[config.mk]
export PLATFORM = sky130hd
export DESIGN_NAME = ste_avg_mavg
export DESIGN_NICKNAME = d
export VERILOG_FILES = /design/src/rtl/ste_avg_pkg.sv /design/src/rtl/ste_avg_ring.sv /design/src/rtl/ste_avg_mavg.sv
export SDC_FILE = /design/constraint.sdc
export NUM_CORES = 1
export LEC_CHECK = 0
export CORE_UTILIZATION = 60
export DETAILED_ROUTE_END_ITERATION = 10
export GPL_ROUTABILITY_DRIVEN = 0
export PLACE_DENSITY = 0.92
export SETUP_SLACK_MARGIN = 0.4
export SLEW_MARGIN = 20
export SYNTH_ARGS = -nofsm -noshare
export SYNTH_HDL_FRONTEND = slang
export SYNTH_HIERARCHICAL = 1
export SYNTH_SLANG_ARGS = --single-unit
[constraint.sdc]
create_clock -name clk -period 5.2 [get_ports clk]
set_input_delay 0.52 -clock clk [delete_from_list [all_inputs] [get_ports clk]]
set_output_delay 0.52 -clock clk [all_outputs]
set_load 0.05 [all_outputs]
[src/rtl/ste_avg_pkg.sv]
// ============================================================================
// Module      : ste_avg_pkg
// Description : Shared width, rounding and extension helpers for the ste
//               moving-average filter.
// Revision    : 1.0 - initial release
// ============================================================================
`default_nettype none

package ste_avg_pkg;

  // Widest extension ever needed: 32-bit data plus a 1024-deep window.
  localparam int EXT_W = 42;

  function automatic int acc_width(input int data_w, input int log2_taps);
    return data_w + log2_taps;
  endfunction

  function automatic int rnd_const(input int log2_taps, input bit round);
    return round ? (1 << (log2_taps - 1)) : 0;
  endfunction

  function automatic logic [EXT_W-1:0] ext(input logic [31:0] v, input int w, input bit sgn);
    logic [EXT_W-1:0] r;
    r = '0;
    for (int i = 0; i < EXT_W; i++) begin
      if (i < w)
        r[i] = v[i];
      else if (sgn)
        r[i] = v[w-1];
    end
    return r;
  endfunction

endpackage

`default_nettype wire

[src/rtl/ste_avg_ring.sv]
// ============================================================================
// Module      : ste_avg_ring
// Description : Circular sample window with write pointer, saturating fill
//               count and oldest-sample read port.
// Revision    : 1.0 - initial release
// ============================================================================
`default_nettype none

module ste_avg_ring
  import ste_avg_pkg::*;
#(
  parameter int DATA_W    = 16,
  parameter int LOG2_TAPS = 3
) (
  input  logic                 clk,
  input  logic                 rst_n,
  input  logic                 i_we,
  input  logic                 i_clr,
  input  logic [DATA_W-1:0]    i_din,
  output logic [DATA_W-1:0]    o_oldest,
  output logic [LOG2_TAPS:0]   o_fill_cnt,
  output logic                 o_full
);

  localparam int               C_TAPS   = 1 << LOG2_TAPS;
  localparam logic [LOG2_TAPS:0] C_TAPS_V = (LOG2_TAPS + 1)'(C_TAPS);

  logic [DATA_W-1:0]    r_mem [C_TAPS];
  logic [LOG2_TAPS-1:0] r_wr_ptr;
  logic [LOG2_TAPS:0]   r_fill;
  logic                 w_wr;

  assign w_wr = i_we & ~i_clr;

  // Storage carries no reset so it maps onto RAM; stale words are masked by fill.
  always_ff @(posedge clk) begin
    if (w_wr)
      r_mem[r_wr_ptr] <= i_din;
  end

  always_ff @(posedge clk or negedge rst_n) begin
    if (!rst_n) begin
      r_wr_ptr <= '0;
      r_fill   <= '0;
    end else if (i_clr) begin
      r_wr_ptr <= '0;
      r_fill   <= '0;
    end else if (w_wr) begin
      r_wr_ptr <= r_wr_ptr + 1'b1;
      if (r_fill != C_TAPS_V)
        r_fill <= r_fill + 1'b1;
    end
  end

  assign o_full     = (r_fill == C_TAPS_V);
  assign o_fill_cnt = r_fill;
  assign o_oldest   = o_full ? r_mem[r_wr_ptr] : '0;

endmodule

`default_nettype wire

[src/rtl/ste_avg_mavg.sv]
// ============================================================================
// Module      : ste_avg_mavg
// Description : Power-of-two moving-average filter using a running sum over
//               a circular window, signed/unsigned with optional rounding.
// Revision    : 1.0 - initial release
// ============================================================================
`default_nettype none

module ste_avg_mavg
  import ste_avg_pkg::*;
#(
  parameter int DATA_W    = 16,
  parameter int LOG2_TAPS = 3,
  parameter int SIGNED    = 0,
  parameter int ROUND     = 0
) (
  input  logic                 clk,
  input  logic                 rst_n,
  input  logic [DATA_W-1:0]    din_i,
  input  logic                 din_update_i,
  input  logic                 avg_clr_i,
  output logic [DATA_W-1:0]    dout_o,
  output logic                 dout_update_o,
  output logic                 dout_full_o,
  output logic [LOG2_TAPS:0]   fill_cnt_o
);

  localparam int               ACC_W = acc_width(DATA_W, LOG2_TAPS);
  localparam logic [ACC_W-1:0] C_RND = ACC_W'(rnd_const(LOG2_TAPS, ROUND != 0));

  logic [DATA_W-1:0] w_oldest;
  logic [ACC_W-1:0]  w_din_ext;
  logic [ACC_W-1:0]  w_old_ext;
  logic [ACC_W-1:0]  w_acc_next;
  logic [ACC_W-1:0]  w_sum_rnd;
  logic [DATA_W-1:0] w_avg;
  logic [ACC_W-1:0]  r_acc;
  logic [DATA_W-1:0] r_dout;
  logic              r_upd;

  ste_avg_ring #(
    .DATA_W    (DATA_W),
    .LOG2_TAPS (LOG2_TAPS)
  ) u_ring (
    .clk        (clk),
    .rst_n      (rst_n),
    .i_we       (din_update_i),
    .i_clr      (avg_clr_i),
    .i_din      (din_i),
    .o_oldest   (w_oldest),
    .o_fill_cnt (fill_cnt_o),
    .o_full     (dout_full_o)
  );

  assign w_din_ext  = ACC_W'(ext(32'(din_i), DATA_W, SIGNED != 0));
  assign w_old_ext  = ACC_W'(ext(32'(w_oldest), DATA_W, SIGNED != 0));
  // The accumulator is wide enough for a full window of extremes; no overflow.
  assign w_acc_next = r_acc + w_din_ext - w_old_ext;
  assign w_sum_rnd  = w_acc_next + C_RND;

  generate
    if (SIGNED != 0) begin : g_signed_shift
      assign w_avg = DATA_W'($signed(w_sum_rnd) >>> LOG2_TAPS);
    end else begin : g_unsigned_shift
      assign w_avg = DATA_W'(w_sum_rnd >> LOG2_TAPS);
    end
  endgenerate

  always_ff @(posedge clk or negedge rst_n) begin
    if (!rst_n) begin
      r_acc  <= '0;
      r_dout <= '0;
      r_upd  <= 1'b0;
    end else if (avg_clr_i) begin
      r_acc  <= '0;
      r_dout <= '0;
      r_upd  <= 1'b0;
    end else if (din_update_i) begin
      r_acc  <= w_acc_next;
      r_dout <= w_avg;
      r_upd  <= 1'b1;
    end else begin
      r_upd  <= 1'b0;
    end
  end

  assign dout_o        = r_dout;
  assign dout_update_o = r_upd;

endmodule

`default_nettype wire

==> impl_metrics.tcl <==
set metrics [dict create \
    slowest_delay_ns 0.74 \
    worst_path_most_repeated_cell "sky130_fd_sc_hd__a21oi_1" \
    total_switching_power_mw 1.41 \
    cts.reportedPaths.clkPinSlew_ns 0.06 \
    total_power_mw 4.14 \
    internal_power_mw 2.73 \
    cts_htree_levels 4 \
    floorplan.initialDensity_pct 61.8 \
    worst_supply_voltage_drop_on_vdd_mv 0.318 \
    fmaxAchievable_ghz 0.219 \
    synth.cell_area_um2 7870 \
    synthCells 635 \
    timing.critical_path.required_ns 5.52 \
    final_period_util_pct 87.7 \
    timing_worst_slew_pin_value_ns 0.764 \
    max_clock_buf_depth 2 \
    pin_count 42 \
    final_core_utilization_pct 71.0 \
    yosysTopAreaCellShare_pct 48.9 \
    critical_path.slowest_cell "sky130_fd_sc_hd__dfrtp_2" \
    final-max-slew-violation-count 0 \
    synthToLayoutAreaGrowth_pct 14.9 \
    dieArea_um2 13600 \
    post_cts_hold_buffer_count 0 \
    detail_route.first_pass.iterations 6 \
    final_hold_viol_count 0 \
    drc_errors 0 \
    powerDensity_nw_per_um2 458 \
    p_leak_nw 3.45 \
    tritoncts "yes" \
    filler_cell_count_in_the_final_layout 863 \
    yosysUniqueCellTypes 56 \
    cts_repair_resize_count 0 \
    syn_area_per_cell_um2 12.4 \
    post-route-worst-setup-slack_ns 0.638 \
    net_count_final 730 \
    cts_made_buffers 17 \
    worstSetupEndpointType "flop" \
    critical_path.n_buffers_inverters 2 \
    chipHeight_um 117 \
    share_seq_of_total_power_pct 35.6 \
    netlist_top_cells_area "sky130_fd_sc_hd__edfxtp_1 (49%), sky130_fd_sc_hd__dfrtp_1 (8.6%), sky130_fd_sc_hd__mux2i_1 (4.8%), sky130_fd_sc_hd__fa_1 (4.1%), sky130_fd_sc_hd__ha_1 (3.5%)" \
    route.met2.wl_um 9560 \
    globalRoute.totalOverflow 0 \
    io_buffers 41 \
    timing.setup.critical_path_class "reg2reg" \
    antenna-diode-count 0 \
    ys_async_sr_fraction_pct 17.4 \
    mappedNetlistNets 693 \
    crit_path_start_kind "flop" \
    critical-path-top-delay-family "compound AO/OA/AOI/OAI gates" \
    groute.usage.overall_pct 30.0 \
    first_global_vias 5376 \
    postSynthRegisterBits 155 \
    setup_fix_bufs_post_cts 0 \
    rsz0062_at_grt "false" \
    yosys_warnings 6 \
    antenna_left 0 \
    min_period_ns 4.56 \
    skew_ns 0.00669 \
    num_vias 5406 \
    wl_per_cell_um 21.6 \
    layout-drive-gt1-share_pct 11.7 \
    crit_path_max_fanout 25 \
    synth_enable_flop_cells 128 \
    synth_largest_area_cell "sky130_fd_sc_hd__edfxtp_1" \
    fin_setup_tns_ns 0 \
    cap_violations 0 \
    hpwl_um 12000 \
    net_sw_share_pct 34.0 \
    timing.hold.worst.class "in2async" \
    timing.max_slew.rel_slack_pct 48.6 \
    clock_root_buffer_master "sky130_fd_sc_hd__clkbuf_16" \
    route.top_layer_used "met4" \
    run_status "finished, final reports clean" \
    comb_power_share_pct 32.7 \
    path_cells "nor2b_1 > buf_4 > a22o_1 > nand2_1 > a21oi_1 > fa_1 > inv_1 > ha_1 > a21o_1 > a21oi_1 > a21oi_1 > o21ai_0 > nand3_1 > a32o_1" \
    wl_um 18500 \
    grt_first_pass_wirelength_um 28800 \
    viasPerCell 6.32 \
    drt-initial-drc-count 666 \
    ys.flop_type "sky130_fd_sc_hd__edfxtp_1" \
    cts_sinks 155 \
    antenna_violations_before_repair 0 \
    wl_met1_um 6720 \
    timing.critical_path.arrival_ns 4.89 \
    pwr-share-clk_pct 31.7 \
    finalSetupViolCount 0 \
    maximum_number_of_pins_on_one_net_before_global_route_repair 44 \
    met3_wirelength_um 1580 \
    core_region_area_um2 12700 \
    die_w_um 117 \
    clock_insertion_delay_worst_skew_ns 0.43 \
    rows 41 \
    post_place_setup_slack_ns 0.757 \
    synth_sequential_area_ratio_pct 57.4 \
]
==> final timing paths <==
path / from / to / slack, ns / depth (start not counted)
max: u_ring/r_wr_ptr[0]$_DFFE_PN0P_ / r_acc[13]$_DFFE_PN0P_ / 0.64 / 14
min: rst_n / u_ring/o_fill_cnt[2]$_DFFE_PN0P_ / 0.49 / 2
max reg2reg: u_ring/r_wr_ptr[0]$_DFFE_PN0P_ / r_acc[13]$_DFFE_PN0P_ / 0.64 / 14
min reg2reg: r_acc[2]$_DFFE_PN0P_ / r_acc[2]$_DFFE_PN0P_ / 0.55 / 2
max in group asynchronous: rst_n / u_ring/r_wr_ptr[0]$_DFFE_PN0P_ / 4.40 / 2
min in group clk: r_acc[2]$_DFFE_PN0P_ / r_acc[2]$_DFFE_PN0P_ / 0.55 / 2
==> worst reg2reg max path, delay by kind of cell (launching register included) <==
kind	cells	cell delay, ns
adders and majority gates	2	0.79
DFF	1	0.74
AOI/OAI and AO/OA	7	1.74
buffers and inverters	2	0.35
and+or+nand+nor	3	0.83
==> per-stage QoR <==
step                      hold slack, ns  area, um2  std cells
after floorplan                    0.224       7870        635
after global placement             0.505       8420        825
after detailed placement           0.534       8420        825
after CTS                          0.497       9040        856
after global routing               0.515       9040        856
final                              0.485       9040        856
==> kinds of logic after synthesis <==
| kind of cell | after synthesis | synth area share, % |
|---|---|---|
| AOI/OAI and AO/OA | 127 | 10.6 |
| xor gates and xnor gates | 10 | 1.11 |
| adders and majority gates | 38 | 7.57 |
| buffers and inverters | 117 | 6.89 |
| DFF | 155 | 57.4 |
| muxes | 58 | 8.03 |
| and+or+nand+nor | 130 | 8.32 |
==> cells in the final DEF (no fill, tap or decap), drive strengths merged, types with 5 or more instances in the layout <==
master / instances
nor3: 10
mux2: 18
or3: 6
nand2b: 8
nor2: 30
buf: 21
xnor2: 5
xor2: 5
nand2: 35
o32ai: 11
dfrtp: 27
mux2i: 38
edfxtp: 128
inv: 77
a22o: 10
a21oi: 50
o21ai: 11
ha: 22
clkbuf: 18
nand3: 14
fa: 16
clkdlybuf4s50: 41
a21o: 13
a211oi: 6
==> power by group through the flow <==
stage	Clock (mW)	Sequential (mW)	Combinational [mW]
after detailed placement	0	1.50	1.31
final	1.31	1.47	1.35
after floorplan	0	1.48	1.04
after global routing	1.37	1.48	1.47
after CTS	1.32	1.47	1.33
after global placement	0	1.49	1.25
==> cells in the mapped netlist, types with 8 or more instances <==
cell type                  instances
sky130_fd_sc_hd__a21oi_1          50
sky130_fd_sc_hd__a22o_1           10
sky130_fd_sc_hd__o32ai_1          11
sky130_fd_sc_hd__mux2_2           17
sky130_fd_sc_hd__dfrtp_1          27
sky130_fd_sc_hd__nand2_1          35
sky130_fd_sc_hd__nor3_1           10
sky130_fd_sc_hd__a21o_1           13
sky130_fd_sc_hd__nand3_1          14
sky130_fd_sc_hd__o21ai_0          11
sky130_fd_sc_hd__inv_1            73
sky130_fd_sc_hd__clkbuf_1         13
sky130_fd_sc_hd__buf_4            20
sky130_fd_sc_hd__edfxtp_1        128
sky130_fd_sc_hd__mux2i_1          38
sky130_fd_sc_hd__nor2_1           30
sky130_fd_sc_hd__fa_1             16
sky130_fd_sc_hd__nand2b_1          8
sky130_fd_sc_hd__ha_1             22
==> cell type report <==
class	instances	area [um2]	share of cell area [%]
flip-flops and latches	155	4520	50.0
inverters	73	274	3.03
clock buffers	18	429	4.75
multi-input cells	363	2840	31.4
well taps	172	215	2.38
clock inverters	13	191	2.12
repair buffers	62	568	6.29
==> state kept, by name (all words and copies together) (netlist names) <==
register,cells
u_ring/o_fill_cnt,4
u_ring/r_wr_ptr,3
dout_update_o,1
u_ring/r_mem,128
r_acc,19
==> routing by layer <==
metal	vias to the layer above	GRT usage, %
li1	2368	-
met1	2652	36.3
met2	327	50.2
met3	59	6.95
met4	0	16.2
met5	-	0
(Power assumes the default switching activity.)
